$ cat config.mk
export PLATFORM = sky130hd
export DESIGN_NAME = soc_mgmt_rst_seq
export DESIGN_NICKNAME = d
export VERILOG_FILES = /design/src/rtl/soc_mgmt_rst_seq.sv
export SDC_FILE = /design/constraint.sdc
export NUM_CORES = 1
export LEC_CHECK = 0
export ABC_AREA = 0
export CAP_MARGIN = 5
export CORE_ASPECT_RATIO = 1.5
export CORE_MARGIN = 8
export CORE_UTILIZATION = 49
export CTS_CLUSTER_SIZE = 16
export DETAILED_ROUTE_END_ITERATION = 8
export GPL_TIMING_DRIVEN = 0
export PLACE_DENSITY = 0.73
export SLEW_MARGIN = 40
export SYNTH_ARGS = -nofsm -noshare
export SYNTH_HDL_FRONTEND = slang
export SYNTH_SLANG_ARGS = --single-unit
$ cat constraint.sdc
create_clock -name i_clk -period 1.94 [get_ports i_clk]
set_clock_uncertainty 0.1 [all_clocks]
set_input_delay 0.388 -clock i_clk [delete_from_list [all_inputs] [get_ports i_clk]]
set_output_delay 0.388 -clock i_clk [all_outputs]
set_load 0.01 [all_outputs]
$ cat src/rtl/soc_mgmt_rst_seq.sv
// -----------------------------------------------------------------------------
// soc_mgmt_rst_seq
//
// Reset sequencer placed directly behind the raw cold-reset driver. The raw
// reset is synchronised to i_clk, then the partition resets are released one
// at a time in ascending index order, ReleaseGap cycles apart. In IDLE, a
// warm-reset request re-asserts a chosen subset of partitions, holds them for
// AssertHoldCycles cycles, then releases them again in order and answers with
// a one-cycle acknowledge.
//
// Ports
//   i_clk           sequencer clock
//   i_drv_rst       cold reset, asynchronous, active-high
//   i_warm_rst_req  warm-reset request level (held until o_warm_rst_ack)
//   i_stage_mask    stages affected by a warm reset, sampled at acceptance
//   o_rst_n         per-stage active-low partition resets
//   o_warm_rst_ack  one-cycle pulse when a warm-reset sequence completes
//   o_busy          high whenever the sequencer is not in IDLE
//   o_state         FSM state: SYNC=0, RELEASE=1, IDLE=2, HOLD=3
// -----------------------------------------------------------------------------
module soc_mgmt_rst_seq #(
   parameter int NumStages        = 4,
   parameter int SyncStages       = 3,
   parameter int ReleaseGap       = 8,
   parameter int AssertHoldCycles = 16
) (
   input  logic                 i_clk,
   input  logic                 i_drv_rst,
   input  logic                 i_warm_rst_req,
   input  logic [NumStages-1:0] i_stage_mask,
   output logic [NumStages-1:0] o_rst_n,
   output logic                 o_warm_rst_ack,
   output logic                 o_busy,
   output logic [1:0]           o_state
);

   typedef enum logic [1:0] {
      ST_SYNC    = 2'd0,
      ST_RELEASE = 2'd1,
      ST_IDLE    = 2'd2,
      ST_HOLD    = 2'd3
   } state_e;

   localparam int MaxCnt = (ReleaseGap > AssertHoldCycles) ? ReleaseGap : AssertHoldCycles;
   localparam int CntW   = $clog2(MaxCnt + 1);

   // A counter loaded with N-1 reaches zero N-1 edges later, so the action
   // taken on the zero edge lands exactly N edges after the load edge.
   localparam logic [CntW-1:0]      GapLoad   = CntW'(ReleaseGap - 1);
   localparam logic [CntW-1:0]      HoldLoad  = CntW'(AssertHoldCycles - 1);
   localparam logic [CntW-1:0]      CntZero   = {CntW{1'b0}};
   localparam logic [CntW-1:0]      CntOne    = CntW'(1);
   localparam logic [NumStages-1:0] StageZero = {NumStages{1'b0}};
   localparam logic [NumStages-1:0] StageOne  = NumStages'(1);

   logic [SyncStages-1:0] sync_r;
   logic                  sync_s;

   state_e                state_r, state_n;
   logic [NumStages-1:0]  rst_n_r, rst_n_n;
   logic [NumStages-1:0]  pend_r,  pend_n;   // stages still waiting for release
   logic [CntW-1:0]       cnt_r,   cnt_n;
   logic                  warm_r,  warm_n;   // current sequence is a warm reset
   logic                  ack_r,   ack_n;
   logic                  busy_r,  busy_n;
   logic [NumStages-1:0]  low_s;             // lowest pending stage, one-hot

   // Reset synchroniser: cleared asynchronously, shifts in ones after release.
   always_ff @(posedge i_clk or posedge i_drv_rst) begin
      if (i_drv_rst) begin
         sync_r <= {SyncStages{1'b0}};
      end else begin
         sync_r <= {sync_r[SyncStages-2:0], 1'b1};
      end
   end

   assign sync_s = sync_r[SyncStages-1];

   // Isolate the lowest set bit; unmasked stages are simply absent from
   // pend_r, so they are skipped without costing any gap time.
   assign low_s = pend_r & (~pend_r + StageOne);

   // Sequencer state and registered outputs.
   always_ff @(posedge i_clk or posedge i_drv_rst) begin
      if (i_drv_rst) begin
         state_r <= ST_SYNC;
         rst_n_r <= StageZero;
         pend_r  <= StageZero;
         cnt_r   <= CntZero;
         warm_r  <= 1'b0;
         ack_r   <= 1'b0;
         busy_r  <= 1'b1;
      end else begin
         state_r <= state_n;
         rst_n_r <= rst_n_n;
         pend_r  <= pend_n;
         cnt_r   <= cnt_n;
         warm_r  <= warm_n;
         ack_r   <= ack_n;
         busy_r  <= busy_n;
      end
   end

   // Next-state and next-output decode.
   always_comb begin
      state_n = state_r;
      rst_n_n = rst_n_r;
      pend_n  = pend_r;
      cnt_n   = cnt_r;
      warm_n  = warm_r;
      ack_n   = 1'b0;

      case (state_r)
         ST_SYNC: begin
            if (sync_s) begin
               // Stage 0 leaves reset as soon as the synchroniser settles.
               rst_n_n = StageOne;
               pend_n  = ~StageOne;
               cnt_n   = GapLoad;
               warm_n  = 1'b0;
               if (pend_n == StageZero) begin
                  state_n = ST_IDLE;
               end else begin
                  state_n = ST_RELEASE;
               end
            end else begin
               state_n = ST_SYNC;
            end
         end

         // HOLD and RELEASE share the countdown; on expiry both release the
         // lowest pending stage, so the end of HOLD is just the first release.
         ST_RELEASE, ST_HOLD: begin
            if (cnt_r == CntZero) begin
               rst_n_n = rst_n_r | low_s;
               pend_n  = pend_r & ~low_s;
               cnt_n   = GapLoad;
               if (pend_n == StageZero) begin
                  state_n = ST_IDLE;
                  ack_n   = warm_r;
               end else begin
                  state_n = ST_RELEASE;
               end
            end else begin
               cnt_n = cnt_r - CntOne;
            end
         end

         ST_IDLE: begin
            // No acceptance during the ack cycle, so a level still held after
            // ack starts a fresh sequence one cycle later.
            if (i_warm_rst_req && !ack_r) begin
               if (i_stage_mask == StageZero) begin
                  ack_n = 1'b1;
               end else begin
                  rst_n_n = rst_n_r & ~i_stage_mask;
                  pend_n  = i_stage_mask;
                  cnt_n   = HoldLoad;
                  warm_n  = 1'b1;
                  state_n = ST_HOLD;
               end
            end else begin
               state_n = ST_IDLE;
            end
         end

         default: begin
            state_n = ST_SYNC;
         end
      endcase

      busy_n = (state_n != ST_IDLE);
   end

   assign o_rst_n        = rst_n_r;
   assign o_warm_rst_ack = ack_r;
   assign o_busy         = busy_r;
   assign o_state        = state_r;

endmodule
==> reports/metrics.cfg <==
[yosys]
synthFlopType=dfrtp_1
ys_async_sr_fraction=1.000
syn_nets=108
synth_top_area_frac=0.4630
syn_inst=100
yosys.cell_types.count=44
synth_area_leader_cell=dfrtp_1
ys_seq_elements=21
synthesis.area_um2=1081
synthTopCellsByArea=dfrtp_1, o211ai_1, o2111ai_1
avgSynthCellArea_um2=10.81
synth_warnings=0
yosysSeqAreaShare=0.4873
synth_edf_count=0

[clock_tree]
cts_buffers=3
clockBufferDepth=2
cts_hold_buf=0
htreeDepth=1
path_clk_slew_ps=110
cts_tree=built
cts_sinks=21
root_buffer=clkbuf_4
clkLatencyLatePin_ps=300

[cells_and_area]
drive_gt1_frac=0.1500
utilization=0.6127
final_nets=129
syn_to_final_growth_pct=22.11
num_antenna_cells=0

[min_path]
hold_class=flop to flop

[global_routing]
first_global_vias=924
grt_util_all_layers=0.1381
grt_pass1_wl_um=4229
antenna_found_initial=0
gr-total-overflow=0
grt_max_degree=22

[routing]
drtIter0Drc=38
remaining_drc_errors=0
drtPass1Iterations=4
wl_um=2425
viasPerCell=6.049
ant_nets=0
wl_per_cell_um=16.96
num_vias=865

[critical_path]
crit_required_ps=1450
critPathCaptureType=output pin
cp_cell_sequence=clkdlybuf4s50_1
reg2reg_slack_ps=110
arrival_ps=1360
crit_buf_inv=1
cp-start-kind=flop
cpLargestDelayFamily=flip-flops
slowest_delay_ps=530
slowest_stage=dfstp_2
cp_max_fo=1
criticalPathCategory=flop to output pin

[pwr]
peakVddDrop_mv=0.8253
finalPower_mw=1.788
power.leakage_nw=0.5380
power_density_nw_per_um2=1355

[sta]
whs_ps=268.6
period_minus_slack_ps=1849
relSlewSlack=0.6337
max_freq_mhz=540.9
setup_viol=0
rsz0062_at_grt=yes
drv_slew=0
layout_setup_ws_ps=91.28
period_share=0.9529
hold_violations=0
tightest_slew_ps=548.0

[die]
die_w_um=54.35
start_util=0.5017
num_rows=21
dieArea_um2=3996
coreArea_um2=2155
ioPinCount=15
die_y_um=73.53

[outcome]
status=finished clean

[place]
dp_slack_ps=-219.4
portBuffers=14
hpwl_um=1778
place_congestion=0.8495

[flow_run]
drv_cap=0

[registers in the layout, indices dropped and copies added (netlist names)]
| signal | cells |
|---|---|
| warm_r | 1 |
| cnt_r | 5 |
| o_busy | 1 |
| o_rst_n | 4 |
| o_warm_rst_ack | 1 |
| sync_r | 3 |
| pend_r | 4 |
| o_state | 2 |
[synthesized netlist by cell type, types with 2 or more instances]
master / number
a211o_1: 3
a21oi_1: 2
a32oi_1: 2
buf_6: 2
clkbuf_1: 4
dfrtp_1: 20
inv_1: 8
nand2_1: 2
nand2b_1: 5
nand3_1: 2
nor2_1: 4
nor3_1: 2
o2111ai_1: 4
o211ai_1: 5
o21a_1: 2
o21ai_0: 5
[logic make-up (layout without fill, tap and decap cells)]
kind of cell / after synthesis / in the layout / share of synthesized area
buf+inv: 15 / 35 / 0.06596
compound gates: 36 / 36 / 0.2709
flops: 21 / 21 / 0.4873
xor+xnor: 1 / 1 / 0.008103
other cells: 1 / 1 / 0.003469
fa+ha+maj: 1 / 1 / 0.01157
simple gates: 25 / 25 / 0.1528
[path summary, 6_finish.rpt]
path / start / end / cells after the start
worst max register to register: cnt_r[0]$_DFFE_PP0P_ / o_warm_rst_ack$_DFF_PP0_ / 6
min in group asynchronous: i_drv_rst / cnt_r[4]$_DFFE_PP0P_ / 2
max in group asynchronous: i_drv_rst / o_busy$_DFF_PP1_ / 2
worst min-delay path: sync_r[1]$_DFF_PP0_ / sync_r[2]$_DFF_PP0_ / 0
worst min register to register: sync_r[1]$_DFF_PP0_ / sync_r[2]$_DFF_PP0_ / 0
worst max-delay path: o_busy$_DFF_PP1_ / o_busy / 1
[power breakdown]
part | internal (mW) | leakage, nW | switching (mW)
registers | 0.590 | 0.244 | 0.119
clock network | 0.0802 | 0.0150 | 0.127
logic | 0.443 | 0.279 | 0.429
[layer usage]
metal	wire (um)	track usage
met5	0	0
met1	1064	0.1657
met2	1276	0.2302
met4	39	0.05495
met3	45	0.02429
[placed cells by master (no fill, tap or decap), types with 2 or more instances in the layout]
cell,Yosys,routed
o2111ai_1,4,4
o21ai_0,5,5
a21oi_1,2,2
a211o_1,3,3
clkdlybuf4s50_1,0,14
dfrtp_1,20,19
o211ai_1,5,5
nor3_1,2,2
a32oi_1,2,2
o21a_1,2,2
clkbuf_1,4,5
inv_2,0,3
nor2_1,4,4
clkbuf_4,0,3
nand3_1,2,2
buf_4,0,2
nand2_1,2,2
inv_1,8,5
nand2b_1,5,5
buf_6,2,2
[metrics by stage]
step | area [um2] | instances | setup TNS (ps)
4_1_cts | 1310 | 143 | 0
2_1_floorplan | 1081 | 100 | 0
3_5_place_dp | 1256 | 137 | -1758
5_1_grt | 1320 | 143 | -0.1443
6_report | 1320 | 143 | 0
3_3_place_gp | 1250 | 137 | -1726
[area by class of cell]
class | instances | area [um2]
Timing Repair Buffer | 16 | 155.1
Fill cell | 178 | 834.6
Multi-Input combinational cell | 64 | 510.5
Sequential cell | 21 | 528.0
Clock buffer | 4 | 26.28
Tap cell | 23 | 28.78
Buffer | 7 | 41.29
Inverter | 8 | 30.03
[repair_timing]
action                                 CTS  global route
setup endpoints to repair                1             7
gates resized for setup                  3             3
setup buffers                            2             0
endpoints found under the hold margin    0             0
pin swaps                                3             2
No activity file was read; power rests on OpenSTA's default activity.
